--- config.mk ---
export PLATFORM = sky130hd
export DESIGN_NAME = axi_bridge_mp
export DESIGN_NICKNAME = d
export VERILOG_FILES = /design/src/rtl/axi_bridge_pkg.sv /design/src/rtl/axi_bridge_mp_rr_arbiter.sv /design/src/rtl/axi_bridge_mp.sv
export SDC_FILE = /design/constraint.sdc
export NUM_CORES = 1
export LEC_CHECK = 0
export ABC_AREA = 1
export CAP_MARGIN = 30
export CORE_ASPECT_RATIO = 0.7
export CORE_MARGIN = 2
export CORE_UTILIZATION = 37
export DETAILED_ROUTE_END_ITERATION = 6
export GPL_ROUTABILITY_DRIVEN = 1
export PLACE_DENSITY = 0.86
export SYNTH_ARGS = -nofsm -noshare
export SYNTH_HDL_FRONTEND = slang
export SYNTH_SLANG_ARGS = --single-unit
--- constraint.sdc ---
create_clock -name aclk -period 4.5 [get_ports aclk]
set_input_delay 0.9 -clock aclk [delete_from_list [all_inputs] [get_ports aclk]]
set_output_delay 0.9 -clock aclk [all_outputs]
set_load 0.01 [all_outputs]
--- src/rtl/axi_bridge_pkg.sv ---
// Shared constants, payload types and helpers for the multi-port sram-to-AXI3 bridge.
package axi_bridge_pkg;

    localparam int unsigned ADDR_W       = 32;
    localparam int unsigned DATA_W       = 32;
    localparam int unsigned STRB_W       = 4;
    localparam int unsigned LEN_W        = 4;
    localparam int unsigned SIZE_W       = 3;
    localparam int unsigned ID_W_DEFAULT = 4;

    localparam logic [1:0]        AXI_BURST_INCR = 2'b01;
    localparam logic [SIZE_W-1:0] AXI_SIZE_1B    = 3'b000;
    localparam logic [SIZE_W-1:0] AXI_SIZE_2B    = 3'b001;
    localparam logic [SIZE_W-1:0] AXI_SIZE_4B    = 3'b010;

    // One port's request payload as seen by the grant mux.
    typedef struct packed {
        logic              wr;
        logic [1:0]        size;
        logic [ADDR_W-1:0] addr;
        logic [DATA_W-1:0] data;
        logic [STRB_W-1:0] strb;
    } port_req_t;

    // Byte-count code to AXI size; unused code 3 is treated as a word.
    function automatic logic [SIZE_W-1:0] size_to_axi(input logic [1:0] code);
        case (code)
            2'd0:    return AXI_SIZE_1B;
            2'd1:    return AXI_SIZE_2B;
            default: return AXI_SIZE_4B;
        endcase
    endfunction

endpackage

--- src/rtl/axi_bridge_mp_rr_arbiter.sv ---
// Round-robin arbiter: one-hot grant starting the search at the pointer,
// pointer advances to the slot after the winner.
module rr_arbiter #(
    parameter int unsigned N = 2
) (
    input  logic         clk,
    input  logic         rst,
    input  logic [N-1:0] req,
    output logic [N-1:0] grant_c
);

    localparam int unsigned PW = (N > 1) ? $clog2(N) : 1;

    logic [PW-1:0] ptr;
    logic [PW-1:0] ptr_nxt;
    logic          found;

    // Search order ptr, ptr+1, ... (mod N); first requester wins.
    always_comb begin
        grant_c = '0;
        ptr_nxt = ptr;
        found   = 1'b0;
        for (int unsigned off = 0; off < N; off++) begin
            for (int unsigned j = 0; j < N; j++) begin
                if (!found && req[j] && (((32'(ptr) + off) % N) == j)) begin
                    found      = 1'b1;
                    grant_c[j] = 1'b1;
                    ptr_nxt    = PW'((j + 1) % N);
                end
            end
        end
    end

    always_ff @(posedge clk or posedge rst) begin
        if (rst) begin
            ptr <= '0;
        end else if (found) begin
            ptr <= ptr_nxt;
        end
    end

endmodule

--- src/rtl/axi_bridge_mp.sv ---
// Bridge from NPORT sram-like ports to one AXI3 master: one AR register, one
// write slot, one outstanding transaction per port tagged with AXI ID = port.
module axi_bridge_mp
    import axi_bridge_pkg::*;
#(
    parameter int unsigned NPORT = 2,
    parameter int unsigned ID_W  = ID_W_DEFAULT
) (
    input  logic                    aclk,
    input  logic                    areset,
    input  logic [NPORT-1:0]        req,
    input  logic [NPORT-1:0]        wr,
    input  logic [2*NPORT-1:0]      size,
    input  logic [4*NPORT-1:0]      wstrb,
    input  logic [32*NPORT-1:0]     addr,
    input  logic [32*NPORT-1:0]     wdata,
    output logic [NPORT-1:0]        addr_ok,
    output logic [NPORT-1:0]        data_ok,
    output logic [DATA_W-1:0]       rdata,
    output logic [ID_W-1:0]         arid,
    output logic [ADDR_W-1:0]       araddr,
    output logic [LEN_W-1:0]        arlen,
    output logic [SIZE_W-1:0]       arsize,
    output logic [1:0]              arburst,
    output logic [1:0]              arlock,
    output logic [3:0]              arcache,
    output logic [2:0]              arprot,
    output logic                    arvalid,
    input  logic                    arready,
    input  logic [ID_W-1:0]         rid,
    input  logic [DATA_W-1:0]       axi_rdata,
    input  logic [1:0]              rresp,
    input  logic                    rlast,
    input  logic                    rvalid,
    output logic                    rready,
    output logic [ID_W-1:0]         awid,
    output logic [ADDR_W-1:0]       awaddr,
    output logic [LEN_W-1:0]        awlen,
    output logic [SIZE_W-1:0]       awsize,
    output logic [1:0]              awburst,
    output logic [1:0]              awlock,
    output logic [3:0]              awcache,
    output logic [2:0]              awprot,
    output logic                    awvalid,
    input  logic                    awready,
    output logic [ID_W-1:0]         wid,
    output logic [DATA_W-1:0]       axi_wdata,
    output logic [STRB_W-1:0]       axi_wstrb,
    output logic                    wlast,
    output logic                    wvalid,
    input  logic                    wready,
    input  logic [ID_W-1:0]         bid,
    input  logic [1:0]              bresp,
    input  logic                    bvalid,
    output logic                    bready
);

    logic [NPORT-1:0] busy;
    logic [NPORT-1:0] hazard;
    logic [NPORT-1:0] rd_elig;
    logic [NPORT-1:0] wr_elig;
    logic [NPORT-1:0] grant;
    logic [NPORT-1:0] rd_hit;
    logic [NPORT-1:0] wr_hit;
    logic             wslot_full;
    logic             g_any;
    port_req_t        g_req;
    logic [ID_W-1:0]  g_id;
    logic             unused_resp;

    assign arlen   = '0;
    assign arburst = AXI_BURST_INCR;
    assign arlock  = '0;
    assign arcache = '0;
    assign arprot  = '0;
    assign awlen   = '0;
    assign awburst = AXI_BURST_INCR;
    assign awlock  = '0;
    assign awcache = '0;
    assign awprot  = '0;
    assign wlast   = 1'b1;
    assign rready  = 1'b1;
    assign bready  = 1'b1;

    assign unused_resp = ^{rresp, rlast, bresp};

    // Per-port eligibility; a read to the outstanding write's word waits for bvalid.
    always_comb begin
        hazard  = '0;
        rd_elig = '0;
        wr_elig = '0;
        for (int unsigned p = 0; p < NPORT; p++) begin
            hazard[p]  = wslot_full && (addr[32*p+2 +: 30] == awaddr[ADDR_W-1:2]);
            rd_elig[p] = req[p] && !wr[p] && !busy[p] && !arvalid && !hazard[p];
            wr_elig[p] = req[p] &&  wr[p] && !busy[p] && !wslot_full;
        end
    end

    rr_arbiter #(
        .N (NPORT)
    ) u_arb (
        .clk     (aclk),
        .rst     (areset),
        .req     (rd_elig | wr_elig),
        .grant_c (grant)
    );

    assign addr_ok = grant;
    assign g_any   = |grant;

    // Payload of the granted port.
    always_comb begin
        g_req = '0;
        g_id  = '0;
        for (int unsigned p = 0; p < NPORT; p++) begin
            if (grant[p]) begin
                g_req.wr   = wr[p];
                g_req.size = size[2*p +: 2];
                g_req.addr = addr[32*p +: 32];
                g_req.data = wdata[32*p +: 32];
                g_req.strb = wstrb[4*p +: 4];
                g_id       = ID_W'(p);
            end
        end
    end

    // Response demux; IDs that match no busy port are dropped.
    always_comb begin
        rd_hit = '0;
        wr_hit = '0;
        for (int unsigned p = 0; p < NPORT; p++) begin
            rd_hit[p] = rvalid && (rid == ID_W'(p)) && busy[p];
            wr_hit[p] = bvalid && (bid == ID_W'(p)) && busy[p];
        end
    end

    always_ff @(posedge aclk or posedge areset) begin
        if (areset) begin
            busy    <= '0;
            data_ok <= '0;
            rdata   <= '0;
        end else begin
            busy    <= (busy | grant) & ~(rd_hit | wr_hit);
            data_ok <= rd_hit | wr_hit;
            if (|rd_hit) begin
                rdata <= axi_rdata;
            end
        end
    end

    // AR holding register.
    always_ff @(posedge aclk or posedge areset) begin
        if (areset) begin
            arvalid <= 1'b0;
            araddr  <= '0;
            arsize  <= '0;
            arid    <= '0;
        end else if (g_any && !g_req.wr) begin
            arvalid <= 1'b1;
            araddr  <= g_req.addr;
            arsize  <= size_to_axi(g_req.size);
            arid    <= g_id;
        end else if (arvalid && arready) begin
            arvalid <= 1'b0;
        end
    end

    // Write slot: AW and W drop independently, slot frees on bvalid.
    always_ff @(posedge aclk or posedge areset) begin
        if (areset) begin
            wslot_full <= 1'b0;
            awvalid    <= 1'b0;
            wvalid     <= 1'b0;
            awaddr     <= '0;
            awsize     <= '0;
            awid       <= '0;
            wid        <= '0;
            axi_wdata  <= '0;
            axi_wstrb  <= '0;
        end else if (g_any && g_req.wr) begin
            wslot_full <= 1'b1;
            awvalid    <= 1'b1;
            wvalid     <= 1'b1;
            awaddr     <= g_req.addr;
            awsize     <= size_to_axi(g_req.size);
            awid       <= g_id;
            wid        <= g_id;
            axi_wdata  <= g_req.data;
            axi_wstrb  <= g_req.strb;
        end else begin
            if (awvalid && awready) begin
                awvalid <= 1'b0;
            end
            if (wvalid && wready) begin
                wvalid <= 1'b0;
            end
            if (bvalid && wslot_full) begin
                wslot_full <= 1'b0;
            end
        end
    end

endmodule
==> out/summary.txt <==
clk buf depth -> 2
Layout area overhead -> 51.2%
Critical Path Start Type -> input pin
clock-pin slew on the worst setup and hold paths -> 0.06 ns
Clock Tree Root -> clkbuf_16
routed wire length per instance -> 16.3 µm
# rows -> 44
post-cts gate resize count -> 0
status -> complete, no violations
post-synthesis cell type count -> 30
sequential element share of the synthesized area -> 46.1%
FF+latch count, synth -> 147
Avg Cell Area, Syn -> 7.46 µm²
adder-cell share of the synthesized area -> 0%
grt ovf -> 0
CP Buf/Inv Count -> 3
GP Congestion -> 0.891
Post-DP HPWL -> 20800 µm
Max Cap Viol -> 0
final hold slack -> 0.478 ns
compound-cell area share of the yosys netlist -> 6.83%
Vias/cell -> 4.74
most used cell, CP -> nand2_1
DR vias -> 8001
Reg2Reg Setup Slack -> 1.37 ns
synth warn -> 0
antenna fix cells -> 0
CTS Hold Buffers Added -> 0
Tot Pwr -> 0.00633 W
final WL -> 27600 µm
Worst R2R Path Depth -> 17
Fin. Hold Viols -> 0
placed inst area -> 11500 µm²
fin crit share -> 91.9%
critical-path cell list -> clkdlybuf4s50_1, xnor2_1, nand2_1, nor2_1, nand2_1, nor2_1, nand2_1, nand2_1, nand2_2, nand2_1, nand2_2, inv_1, clkdlybuf4s50_1
share of cells above drive strength 1 -> 7.58%
largest family of logic cells by synthesized area -> simple AND/OR/NAND/NOR gates
post-route ant nets -> 0
I/O pins -> 386
die footprint -> 22800 µm²
Finished Cell Area -> 12100 µm²
HP Start -> axi_wdata[22]
Setup Fix Bufs, Post-CTS -> 0
drt drc -> 0
TritonCTS clock tree -> built
Tot GR Track Use -> 23.9%
Worst-Margin Slew -> 0.724 ns
Initial Util -> 38.1%
power density over cell area -> 525 nW/µm²
crit path time final -> 4.13 ns
clk_skew -> 0.0125 ns
Slew headroom -> 51.7%
Slew Viols, Final -> 0
H-tree lvl count -> 4
worst min path class -> register to register
Gate Count Post-Synth -> 1068
DRT Pass-1 Iters -> 5
Final TNS setup -> 0 ns
global-route wire length before repair -> 42600 µm
antenna violations before repair -> 0
simple-gate share of the synthesized area -> 25.7%
Top delay family on crit path -> buffers and inverters
post-synthesis mux area share -> 4.52%
Final Setup Violations -> 0
Pleak -> 6.04 nW
total CTS buffers -> 17
Post-Synthesis Cell Area -> 7970 µm²
Data arrival, critical path -> 3.23 ns
Vert. Die Dim -> 127 µm
die outline width -> 179 µm
Skew-Pair Late Insertion Delay -> 0.42 ns
Final Net Count -> 1595
post-synthesis xor/xnor area fraction -> 1.98%
CP max-delay cell -> clkdlybuf4s50_1
Critical Path End Type -> primary output
Reg-to-Reg End -> awaddr[13]
Crit Path Class -> input pin to primary output
RSZ-0062 raised after global routing -> false
worst r2r src -> awaddr[6]
clock tree sinks -> 147
hold path endpoint -> axi_wdata[22]
Core ar. -> 20900 µm²
Hold Path Cell Cnt -> 2
delay of the slowest cell on the worst path -> 0.58 ns
1st-iter DRT viols -> 504
Worst IR Drop VDD -> 0.000285 V
fmax -> 0.242 GHz
largest net degree at the start of global routing -> 64
IO buf count -> 336
vias in the first global route -> 7843
crit-path max FO -> 3
worst path required time -> 3.60 ns
-- synth_stat cells --
cell type | count | area, µm²
nor2_1 | 26 | 97.6
nand2_1 | 449 | 1690
clkbuf_2 | 1 | 5.00
o41ai_1 | 2 | 17.5
buf_4 | 46 | 345
o21ai_0 | 47 | 235
a21oi_1 | 4 | 20.0
buf_6 | 3 | 33.8
or2_2 | 1 | 6.26
nand3_1 | 28 | 140
xnor2_1 | 18 | 158
o22ai_1 | 38 | 238
buf_1 | 4 | 15.0
nand2_2 | 3 | 18.8
clkinv_1 | 4 | 15.0
a21oi_2 | 1 | 8.76
or2_1 | 1 | 6.26
mux2_2 | 32 | 360
nor3_1 | 1 | 5.00
nand2_8 | 1 | 20.0
inv_2 | 13 | 48.8
inv_1 | 150 | 563
dfrtp_1 | 147 | 3680
buf_2 | 24 | 120
nand3_2 | 1 | 10.0
conb_1 | 2 | 7.51
o21ai_1 | 5 | 25.0
nand2_4 | 1 | 11.3
nand4_1 | 8 | 50.1
clkbuf_1 | 7 | 26.3
-- power by group --
part	internal (W)	switching, W	leakage [nW]
registers	0.00178	0.000315	1.94
clock network	0.000778	0.000627	0.276
logic	0.00137	0.00145	3.83
total	0.00393	0.00239	6.04
-- through the flow --
stage	utilization [%]	worst slack (ns)	cells
3_5_place_dp	54.9	0.335	1656
3_3_place_gp	54.8	0.365	1655
4_1_cts	57.6	0.328	1688
6_report	57.6	0.366	1688
5_1_grt	57.6	0.236	1688
2_1_floorplan	-	1.61	1110
-- logic make-up (layout without fill, tap and decap cells) --
kind of cell	count (synthesis)	in the layout
AO/OA/AOI/OAI	97	97
XOR/XNOR	18	18
buffers and inverters	252	554
flip-flops	147	147
multiplexers	32	32
other	2	44
AND/OR/NAND/NOR	520	520
-- layout make-up --
class	instances	area (µm²)
fill	1893	8870
sequential	147	3680
timing repair buffer	355	3530
multi-input combinational	711	3290
inverter	167	631
clock buffer	17	425
tap	276	345
clock inverter	15	149
-- flip-flops by register name, indices dropped and copies added, names as in the netlist --
signal / flops
awvalid: 1
wslot_full: 1
arid: 1
awsize: 2
data_ok: 2
araddr: 32
axi_wdata: 32
rdata: 32
wvalid: 1
arvalid: 1
axi_wstrb: 4
busy: 2
awaddr: 32
wid: 1
u_arb.ptr: 1
arsize: 2
-- cells in the final DEF, fill, tap and decap left out --
cell type          n
nand2_4            1
o41ai_1            2
nand2_2            5
nand3_2            1
nand2_1          447
or2_2              1
inv_8              3
clkinv_4           3
clkbuf_16         17
buf_12             2
inv_2             13
o22ai_1           38
nor2_1            26
a21oi_4            1
bufinv_16          1
clkdlybuf4s50_1  336
clkinv_2           2
inv_1            149
conb_1            44
nor3_1             1
nand3_1           28
a21oi_1            4
mux2_2            32
or2_1              1
o21ai_1            5
dfrtp_1          147
xnor2_1           18
buf_4             17
inv_6              3
nand4_1            8
clkinvlp_4         4
clkinv_1           4
o21ai_0           47
nand2_8            1
-- worst max path at each step --
stage / startpoint / endpoint / slack, ns / cells past startpoint
after floorplan: addr[63] / addr_ok[0] / 1.61 / 13
after global placement: addr[36] / addr_ok[0] / 0.37 / 13
after detailed placement: addr[36] / addr_ok[0] / 0.33 / 13
after CTS: addr[36] / addr_ok[0] / 0.33 / 13
after global routing: addr[49] / addr_ok[0] / 0.24 / 16
final: addr[36] / addr_ok[0] / 0.37 / 13
-- worst min-delay path: stages, from the launching register on --
cell and delay, ns:
dfrtp_1 0.34, nand2_1 0.05, nand2_1 0.06
-- routing by layer --
layer	GRT usage (%)	up-vias	wire length, µm
met3	7.21	39	2550
li1	-	3827	-
met1	30.3	3737	11500
met4	7.27	0	550
met2	39.7	398	13000
met5	0	-	0
No activity file was read; power rests on OpenSTA's default activity.
